**config.mk**
```make
export PLATFORM = sky130hd
export DESIGN_NAME = tpu_loader
export DESIGN_NICKNAME = d
export VERILOG_FILES = /design/src/rtl/tpu_loader.sv
export SDC_FILE = /design/constraint.sdc
export NUM_CORES = 1
export LEC_CHECK = 0
export BUFFER_PORTS_ARGS = -buffer_cell sky130_fd_sc_hd__buf_2
export CAP_MARGIN = 30
export CORE_MARGIN = 1.5
export CORE_UTILIZATION = 40
export DETAILED_ROUTE_END_ITERATION = 7
export RECOVER_POWER = 100
export SKIP_CTS_REPAIR_TIMING = 1
export SYNTH_ARGS = -nofsm -noshare
export SYNTH_HDL_FRONTEND = slang
export SYNTH_SLANG_ARGS = --single-unit
```
**constraint.sdc**
```tcl
create_clock -name clk -period 14.5 [get_ports clk]
set_input_delay 3.625 -clock clk [delete_from_list [all_inputs] [get_ports clk]]
set_output_delay 3.625 -clock clk [all_outputs]
set_load 0.005 [all_outputs]
```
**src/rtl/tpu_loader.sv**
```systemverilog
// tpu_loader: streams matrix A rows into memA, buffers B rows, replays B reversed
// Ports: clk/rst, start, in_valid/in_ready/in_data, WrEn/Arow/Ain, en/Bin, busy, done
// Option: define LOADER_DRAIN_EN to add a zero-row DRAIN phase after FEED_B
module tpu_loader #(
  parameter int BITS_AB = 8,
  parameter int DIM     = 8
) (
  input  logic                              clk,
  input  logic                              rst,
  input  logic                              start,
  input  logic                              in_valid,
  output logic                              in_ready,
  input  logic signed [DIM-1:0][BITS_AB-1:0] in_data,
  output logic                              WrEn,
  output logic [((DIM>1)?$clog2(DIM):1)-1:0] Arow,
  output logic signed [DIM-1:0][BITS_AB-1:0] Ain,
  output logic                              en,
  output logic signed [DIM-1:0][BITS_AB-1:0] Bin,
  output logic                              busy,
  output logic                              done
);

  localparam int AW = (DIM > 1) ? $clog2(DIM) : 1;
  localparam logic [AW-1:0] LAST = AW'(DIM - 1);

`ifdef LOADER_DRAIN_EN
  localparam int DW = $clog2(2 * DIM);
  localparam logic [DW-1:0] DLAST = DW'(2 * DIM - 2);
`endif

  typedef enum logic [2:0] {
    IDLE,
    LOAD_A,
    CAP_B,
`ifdef LOADER_DRAIN_EN
    FEED_B,
    DRAIN
`else
    FEED_B
`endif
  } state_t;

  state_t state, state_n;
  logic [AW-1:0] cnt, cnt_n;
`ifdef LOADER_DRAIN_EN
  logic [DW-1:0] dcnt, dcnt_n;
`endif

  logic signed [DIM-1:0][BITS_AB-1:0] buffer [DIM];

  logic                              xfer;
  logic                              wren_n;
  logic [AW-1:0]                     arow_n;
  logic signed [DIM-1:0][BITS_AB-1:0] ain_n;
  logic                              en_n;
  logic signed [DIM-1:0][BITS_AB-1:0] bin_n;
  logic                              fin, fin_n;

  assign in_ready = (state == LOAD_A) || (state == CAP_B);
  assign busy     = (state != IDLE);
  assign xfer     = in_valid & in_ready;

  always_ff @(posedge clk) begin
    if (rst) begin
      state <= IDLE;
      cnt   <= '0;
`ifdef LOADER_DRAIN_EN
      dcnt  <= '0;
`endif
    end else begin
      state <= state_n;
      cnt   <= cnt_n;
`ifdef LOADER_DRAIN_EN
      dcnt  <= dcnt_n;
`endif
    end
  end

  always_comb begin
    state_n = state;
    cnt_n   = cnt;
`ifdef LOADER_DRAIN_EN
    dcnt_n  = dcnt;
`endif
    unique case (state)
      IDLE: begin
        if (start) begin
          state_n = LOAD_A;
          cnt_n   = '0;
        end
      end
      LOAD_A: begin
        if (xfer) begin
          if (cnt == LAST) begin
            state_n = CAP_B;
            cnt_n   = '0;
          end else begin
            cnt_n = cnt + 1'b1;
          end
        end
      end
      CAP_B: begin
        if (xfer) begin
          if (cnt == LAST) begin
            state_n = FEED_B;
            cnt_n   = LAST;
          end else begin
            cnt_n = cnt + 1'b1;
          end
        end
      end
      FEED_B: begin
        if (cnt == '0) begin
`ifdef LOADER_DRAIN_EN
          state_n = DRAIN;
          dcnt_n  = '0;
`else
          state_n = IDLE;
`endif
        end else begin
          cnt_n = cnt - 1'b1;
        end
      end
`ifdef LOADER_DRAIN_EN
      DRAIN: begin
        if (dcnt == DLAST) begin
          state_n = IDLE;
        end else begin
          dcnt_n = dcnt + 1'b1;
        end
      end
`endif
      default: state_n = IDLE;
    endcase
  end

  // fin marks the cycle whose registered output is the last en beat;
  // done follows it by one cycle.
  always_comb begin
    wren_n = 1'b0;
    arow_n = Arow;
    ain_n  = Ain;
    en_n   = 1'b0;
    bin_n  = Bin;
    fin_n  = 1'b0;
    unique case (state)
      LOAD_A: begin
        if (xfer) begin
          wren_n = 1'b1;
          arow_n = cnt;
          ain_n  = in_data;
        end
      end
      FEED_B: begin
        en_n  = 1'b1;
        bin_n = buffer[cnt];
`ifndef LOADER_DRAIN_EN
        fin_n = (cnt == '0);
`endif
      end
`ifdef LOADER_DRAIN_EN
      DRAIN: begin
        en_n  = 1'b1;
        bin_n = '0;
        fin_n = (dcnt == DLAST);
      end
`endif
      default: begin
        wren_n = 1'b0;
      end
    endcase
  end

  always_ff @(posedge clk) begin
    if (rst) begin
      WrEn <= 1'b0;
      Arow <= '0;
      Ain  <= '0;
      en   <= 1'b0;
      Bin  <= '0;
      fin  <= 1'b0;
      done <= 1'b0;
    end else begin
      WrEn <= wren_n;
      Arow <= arow_n;
      Ain  <= ain_n;
      en   <= en_n;
      Bin  <= bin_n;
      fin  <= fin_n;
      done <= fin;
    end
  end

  always_ff @(posedge clk) begin
    if (!rst && state == CAP_B && xfer) begin
      buffer[cnt] <= in_data;
    end
  end

endmodule

```
# Yosys cells after proc, flatten, opt, wreduce, memory -nomap -nowiden
# Memories as Yosys holds them, arrays and structs flattened. A register that Yosys moved wholly into a read port is not among the register bits.
# Index checks and enable logic that the tools add are counted.
# totals
register_bits	77
ram_bits	512
word_cells	63
mem_count	1
# memory_table
name	depth	width	rd	rd_clocked_by_memory_dff	wr	line	rtl
buffer	8	64	1	1	1	49	logic signed [DIM-1:0][BITS_AB-1:0] buffer [DIM];
# op_classes
add_sub_neg	2
n_eq_ne	11
n_mux	18
bitwise_logic	3
n_reduce_logical	13
# op_table
op	n
two-way mux 3 bit	12
case mux 3 bit (4 select lines)	2
inequality test 2 bit, second input constant	5
equality test 3 x 2 -> 1 bit, second input constant	2
logical NOT 3 bit	2
AND reduction 6 bit	1
AND reduction 5 bit	1
two-way mux 1 bit	4
inequality test 2 x 1 -> 1 bit, second input constant	2
nonzero test 4 bit	1
OR reduction 2 bit	2
adder 3 x 1 -> 3 bit, second input constant	1
equality test 3 x 1 -> 1 bit, second input constant	1
equality test 3 bit, second input constant	1
nonzero test 3 bit	1
subtractor 3 x 1 -> 3 bit, second input constant	1
logical AND 1 bit	2
inverter 1 bit	2
AND reduction 2 bit	1
bitwise AND 1 bit	1
logical NOT 1 bit	1
logical OR 1 bit	1

# Logic depth before layout (Yosys ltp)
# Gate-level depths: netlist (run 1).
# logic_depth
word_depth	6
ltp_mapped	8

# Least setup slack after synthesis (run 1)
# OpenSTA, ideal clock, no wires.
# synth_timing
path_type	input -> register
from	input rst
to	memory buffer[1][0] (netlist bit), enable pin
arrival_time_ps	8508
slack_ps	5427
stages	4
path_cell_list	clkbuf_1 nor3b_1 nand2_1 nor3_1
# synth_between
elab_chain_cells	5
# synth_lines
item	line	rtl
start: declaration	9	input logic rst,
logical NOT 1 bit	195	if (!rst && state == CAP_B && xfer) begin
logical AND 1 bit (2 in a row)	195	
two-way mux 1 bit	195	
two-way mux 1 bit (not written as such)	196	buffer[cnt] <= in_data;
end: declaration	49	
# No other way between the ends.

# Final worst setup path (run 1)
# layout_timing
from	input in_valid
to	memory buffer[7][38] (netlist bit), enable pin
# layout_between
elab_chain_cells	4
# layout_lines
item	line	rtl
start: declaration	11	input logic in_valid,
bitwise AND 1 bit	61	assign xfer = in_valid & in_ready;
logical AND 1 bit	195	
two-way mux 1 bit	195	
two-way mux 1 bit (not written as such)	196	
# No other way between the ends.

==> metrics.csv, run 1 <==
metric,value,unit
synth_top_area_share,0.635,
relSlewSlack,-1.55,
multi_input_area,5510,um^2
p_sw,0.941,mW
placementRows,90,
synth_edf_count,512,
clockBufferDepth,3,
clock-root-buffer,clkbuf_16,
post-dp-hpwl,33500,um
die_x,249,um
diodes,0,
route.detailed.drc,0,
postPlaceCellArea,26000,um^2
slowest_delay,1.75,ns
synth.most_common_cell,edfxtp_1,
r2r_start,cnt[2],
p_seq_frac,0.502,
htreeDepth,3,
hold_end,Ain[30],
reg2reg_to,buffer[5][21],
period_share,0.559,
wl,57300,um
path_clk_slew,0.06,ns
first_pass_iters,6,
holdCritStartpoint,Ain[30],
start_util,0.403,
die-area,62000,um^2
drtIter0Drc,1018,
ff2ff_setup_slack,8.50,ns
netlist_area,24200,um^2
numPortBuffers,203,
maxCapViolCount,17,
fin_worst_skew,0.0263,ns
fin_area,28000,um^2
gp_congestion,0.760,
synthArstFlopShare,0,
setup.worst_path.start_class,input port,
power_density,147,nW/um^2
vias,13800,
critPathKind,in -> reg,
track_usage,0.184,
ios,204,
cts_sinks,652,
path_max_fanout,33,
outcome,"complete, but fails checks",
nFillCells,5270,
setup_viol,0,
cts_inserted_buffers,68,
rr_worst_depth,3,
crit_chain,clkbuf_1 -> nand2_1 -> nor3b_1 -> nand2_1 -> nor2_1 -> clkbuf_1 -> clkbuf_1,
hold_class,reg -> reg,
fin_setup_tns,0,ns
peakVddDrop,0.0000793,V
worstSetupEndpointType,flip-flop,
synthMuxAreaShare,0.0548,
layout.nets,1751,
tightest_slew,3.83,ns
worst_skew_pair.late_latency,0.60,ns
slew_viol_final,651,
critPathTopFamily,buffers and inverters,
combPwrFrac,0.079,
fmax,0.123,GHz
critPathArrivalTime,8.26,ns
yosys_warnings,0,
vias_per_cell,5.49,
design.core.area,60100,um^2
synth_area_leaders,"edfxtp_1, dfxtp_1, mux2i_1",
synth.avg_cell_area,16.2,um^2
required,14.66,ns
ys_types,44,
wl_per_cell,22.8,um
period_minus_slack,8.10,ns
ant_nets,0,
crit_buf_inv,3,
seq_area,18200,um^2
crit_top_cell,clkbuf_1,
cp_slowest_cell,clkbuf_1,
synth_seq_area_share,0.750,
grt_max_degree,78,
synth-simple-area-share,0.0377,
p_int,3.19,mW
grt_first_pass_wirelength,86900,um
area_growth,15.7,%
synth_top_family_by_area,compound AO/OA/AOI/OAI gates,
layout-drive-gt1-share,0.138,
grt_pass1_vias,14000,
leakagePower,8.66,nW
synthTopCellsByCount,"edfxtp_1, nand2_1, dfxtp_1",
die_h,249,um
violations,"capacitance limit, slew limit",
synth-compound-area-share,0.128,
synthCells,1491,
clkPwrFrac,0.419,
hold_depth,2,
p_sw_frac,0.228,
synth_area_leader_cell,edfxtp_1,
synthXorXnorAreaFrac,0.000362,
synth-seq-cells,652,
cts_tree,done,
hold_violations,0,
synth_nets,1569,
synth-main-ff-cell,edfxtp_1,
yosys.area_share.adder,0.00517,
antenna_found_initial,2,
grt_overflow_total,0,
rsz0062_at_grt,no,
sequential cells by signal (all words and copies together), names as in the netlist:
| signal | count |
|---|---|
| buffer | 512 |
| Ain | 64 |
| Bin | 64 |
| Arow | 3 |
| cnt | 3 |
| state | 2 |
| WrEn | 1 |
| done | 1 |
| en | 1 |
| fin | 1 |
how the worst max path moves through the flow:
stage,startpoint,to,slack [ns],cells past startpoint
floorplan,rst,buffer[1][0],5.43,4
global placement,in_valid,buffer[7][60],7.99,6
detailed placement,in_valid,buffer[5][32],8.24,6
CTS,in_valid,buffer[5][25],8.85,6
global route,in_valid,buffer[7][43],5.93,7
finish,in_valid,buffer[7][38],6.40,7
per-stage QoR:
stage / hold WS, ns / std cells / power [mW] / worst slack [ns] / util
final: 0.451 / 2510 / 4.13 / 6.40 / 0.466
after global routing: 0.473 / 2510 / 4.28 / 5.93 / 0.466
after CTS: 0.451 / 2507 / 4.17 / 8.85 / 0.471
after detailed placement: 0.443 / 2382 / 2.44 / 8.24 / 0.433
after global placement: 0.428 / 2377 / 2.43 / 7.99 / 0.431
after floorplan: 0.414 / 1491 / 2.30 / 5.43 / -
power by group through the flow:
stage | sequential (mW) | clock, mW | combinational [mW]
global placement | 2.11 | 0 | 0.323
floorplan | 2.10 | 0 | 0.197
global route | 2.08 | 1.85 | 0.354
detailed placement | 2.11 | 0 | 0.331
CTS | 2.07 | 1.77 | 0.331
finish | 2.07 | 1.73 | 0.325
worst reg2reg max path, cell delays in order, from the launching register on:
cell      delay, ns
dfxtp_1        0.84
nand2_4        0.74
nor2_1         2.10
clkbuf_1       1.87
per-layer routing:
layer / global-route usage / wire length, um
met5: 0 / 23
met4: 0.0486 / 1080
met3: 0.0333 / 2750
met2: 0.316 / 28700
met1: 0.239 / 24800
area by class of cell:
type / instances / share of cell area
clock buffers: 98 / 0.0706
clock inverters: 27 / 0.00991
inverters: 10 / 0.00143
multi-input cells: 711 / 0.197
flip-flops and latches: 652 / 0.649
well taps: 782 / 0.0349
repair buffers: 230 / 0.0378
kinds of logic after synthesis:
group,after synthesis
AO/OA/AOI/OAI,337
XOR/XNOR,1
buffers and inverters,128
flip-flops,652
multiplexers,130
AND/OR/NAND/NOR,233
adder cells (fa/ha/maj),10
cell usage in the layout, fill, tap and decap left out, types with 4 or more instances in the layout:
| cell | netlist | layout |
|---|---|---|
| clkbuf_8 | 0 | 10 |
| buf_2 | 26 | 76 |
| nor2b_1 | 6 | 6 |
| clkinv_2 | 0 | 6 |
| clkbuf_16 | 0 | 71 |
| a221oi_1 | 86 | 86 |
| buf_4 | 4 | 8 |
| a21oi_1 | 68 | 68 |
| o221a_1 | 63 | 63 |
| ha_1 | 10 | 9 |
| nor2_1 | 74 | 74 |
| mux2i_1 | 127 | 127 |
| o221ai_1 | 63 | 63 |
| inv_1 | 9 | 9 |
| nand2_1 | 143 | 141 |
| bufinv_16 | 0 | 4 |
| dfxtp_1 | 140 | 139 |
| edfxtp_1 | 512 | 512 |
| a221oi_2 | 40 | 40 |
| clkbuf_1 | 75 | 158 |
| clkinv_1 | 0 | 7 |
No activity file was read; power rests on OpenSTA's default activity.
==> run 2, diff against run 1 <==
--- a/config.mk
+++ b/config.mk
@@ -5,6 +5,7 @@
 export SDC_FILE = /design/constraint.sdc
 export NUM_CORES = 1
 export LEC_CHECK = 0
+export ABC_AREA = 1
 export BUFFER_PORTS_ARGS = -buffer_cell sky130_fd_sc_hd__buf_2
 export CAP_MARGIN = 30
 export CORE_MARGIN = 1.5
==> constraint.sdc (replaced) <==
create_clock -name clk -period 6.85 [get_ports clk]
set_input_delay 1.7125 -clock clk [delete_from_list [all_inputs] [get_ports clk]]
set_output_delay 1.7125 -clock clk [all_outputs]
set_load 0.005 [all_outputs]
==> run 2 against run 1 <==
Compared with the run above:
- the flow still finishes with violations (capacitance limit, slew limit)
- critical path type unchanged
- synthesized area is 6.3% higher
- cell count is 32% higher
- largest power group unchanged
- global-route usage is 0.32 points lower
- worst hold slack worse by 0.0093 ns
- critical endpoint is now buffer[2][16]
- clock-buffer cell count is 8 lower
- first-iteration DRC count is 0.98% lower
- register-to-register slack worse by 6.2 ns
==> metrics.csv, run 2 <==
metric,value,unit,change
outcome,"complete, but fails checks",,
violations,"capacitance limit, slew limit",,
netlist_area,25700,um^2,+6.3%
first_pass_iters,5,,-1
worst_skew_pair.late_latency,0.61,ns,about the same
fin_setup_tns,0,ns,unchanged
seq_area,18200,um^2,unchanged
start_util,0.407,,+0.00385
synth_top_family_by_area,simple AND/OR/NAND/NOR gates,,
finalNonFillerCells,3320,,+32%
maxCapViolCount,12,,-5
synth-simple-area-share,0.157,,+0.119
cts_inserted_buffers,68,,unchanged
setup.worst_path.start_class,input port,,
gp_congestion,0.764,,+0.47%
path_clk_slew,0.06,ns,about the same
cts_tree,done,,
synth-seq-cells,652,,unchanged
path_max_fanout,24,,-27%
placementRows,92,,+2.2%
ant_nets,0,,unchanged
yosys_warnings,0,,unchanged
synth.most_common_cell,edfxtp_1,,
wl,59000,um,+3.0%
power_density,320,nW/um^2,+120%
placed_cells,3192,,+34%
layout-drive-gt1-share,0.149,,+0.0111
die_x,257,um,+3.1%
synth-compound-area-share,0.0770,,-0.0506
numPortBuffers,203,,unchanged
clock-root-buffer,clkbuf_16,,
synth_area_leader_cell,edfxtp_1,,
p_seq_frac,0.477,,-0.025
top_regs,"buffer (512), Ain (64), Bin (64)",,
clockBufferDepth,3,,unchanged
hold_violations,0,,unchanged
htreeDepth,3,,unchanged
clkPwrFrac,0.387,,-0.032
nFillCells,5788,,+9.8%
synthMuxAreaShare,0,,-0.0548
period_minus_slack,5.03,ns,
ff2ff_setup_slack,2.29,ns,-6.21 ns
die_h,257,um,+3.1%
total_power,9.47,mW,+130%
cp_slowest_cell,nor2_1,,
routed.top_layer,met4,,
worstSetupEndpointType,flip-flop,,
tightest_slew,3.25,ns,-0.580 ns
p_sw,2.45,mW,+160%
finish.utilization,0.467,,+0.000933
route.detailed.drc,0,,unchanged
synthCells,2243,,+50%
critPathKind,in -> reg,,
setup_ws,1.82,ns,-4.58 ns
die-area,65900,um^2,+6.2%
rsz0062_at_grt,no,,
period_share,0.734,,
required,7.03,ns,-7.63 ns
layout.nets,2495,,+42%
setup_viol,0,,unchanged
hold_depth,2,,unchanged
layout_common_cells,"edfxtp_1, nand2_1, nor2_1",,
synth.avg_cell_area,11.5,um^2,-29%
fin_area,29600,um^2,+5.5%
layout_commonest_cell,edfxtp_1,,
p_sw_frac,0.259,,+0.0312
hold_class,reg -> reg,,
top_register,buffer,,
combPwrFrac,0.136,,+0.057
rr_worst_depth,3,,unchanged
synthTopCellsByCount,"edfxtp_1, nand2_1, nor2_1",,
drtIter0Drc,1008,,-0.98%
grt_first_pass_wirelength,92800,um,+6.7%
slew_viol_final,446,,-31%
synthXorXnorAreaFrac,0,,-0.000362
multi_input_area,6190,um^2,+12%
vias_per_cell,4.88,,-11%
synthArstFlopShare,0,,unchanged
crit_top_cell,clkbuf_1,,
wl_met3,3100,um,+13%
yosys.area_share.adder,0.00486,,-0.000306
leakagePower,10.4,nW,+20%
cts_sinks,652,,unchanged
critPathArrivalTime,5.21,ns,-3.05 ns
drt-met1-wl,26900,um,+8.8%
track_usage,0.180,,-0.00317
synth_nets,2321,,+48%
synth_top_area_share,0.597,,-0.0376
synth_area_leaders,"edfxtp_1, dfxtp_1, or2_2",,
ys_types,24,,-45%
antenna_found_initial,1,,-1
holdWs,0.442,ns,-0.00933 ns
design.core.area,63300,um^2,+5.3%
synth_edf_count,512,,unchanged
largest_register_ffs,512,,unchanged
grt_pass1_vias,16200,,+16%
peakVddDrop,0.000184,V,+130%
area_growth,14.8,%,
post-dp-hpwl,34600,um,+3.3%
synth-main-ff-cell,edfxtp_1,,
pre_cts_ws,2.51,ns,-5.73 ns
postPlaceCellArea,27700,um^2,+6.2%
grt_overflow_total,0,,unchanged
ios,204,,unchanged
grt_max_degree,116,,+49%
vias,16200,,+17%
relSlewSlack,-1.17,,+0.387
slowest_delay,1.39,ns,-0.36 ns
crit_chain,clkbuf_1 -> nor3_1 -> nand2_1 -> nor2_1 -> clkbuf_1,,
synth_seq_area_share,0.706,,-0.0444
met2_length,27700,um,-3.5%
p_int,7.01,mW,+120%
fin_worst_skew,0.0272,ns,+0.000905 ns
wl_per_cell,17.8,um,-22%
fmax,0.199,GHz,
[run 2: area by class of cell]
cell class | instances | area share
sequential | 652 | 0.615
tap | 846 | 0.0358
clock buffer | 90 | 0.0635
clock inverter | 36 | 0.0113
antenna | 1 | 0.0000846
inverter | 220 | 0.0281
timing repair buffer | 232 | 0.0367
multi-input combinational | 1243 | 0.210
[run 2: power groups by stage]
| stage | registers, mW | clock network, mW | logic [mW] |
|---|---|---|---|
| after floorplan | 4.59 | 0 | 0.841 |
| after global placement | 4.59 | 0 | 1.27 |
| after detailed placement | 4.60 | 0 | 1.32 |
| after CTS | 4.51 | 3.75 | 1.33 |
| after global routing | 4.53 | 3.91 | 1.46 |
| final | 4.51 | 3.66 | 1.29 |
[run 2: final timing paths]
kind                               from       endpoint
worst max register to register   cnt[2]   buffer[7][7]
worst min-delay path            Ain[25]        Ain[25]
worst min register to register  Ain[25]        Ain[25]
worst max-delay path                rst  buffer[2][16]
[run 2: critical path, delay by kind of cell]
family                 cells  cell delay, ns
AND/OR/NAND/NOR            3            1.90
buffers and inverters      2            1.57
[run 2: routing by layer]
layer | vias up | GRT usage
li1 | 7963 | -
met2 | 350 | 0.293
met5 | - | 0
met3 | 83 | 0.0373
met1 | 7793 | 0.242
met4 | 0 | 0.0577
[run 2: logic make-up after synthesis]
kind of cell	Yosys count
AOI/OAI and AO/OA	332
adders and majority gates	10
buffers and inverters	348
DFF	652
and+or+nand+nor	901
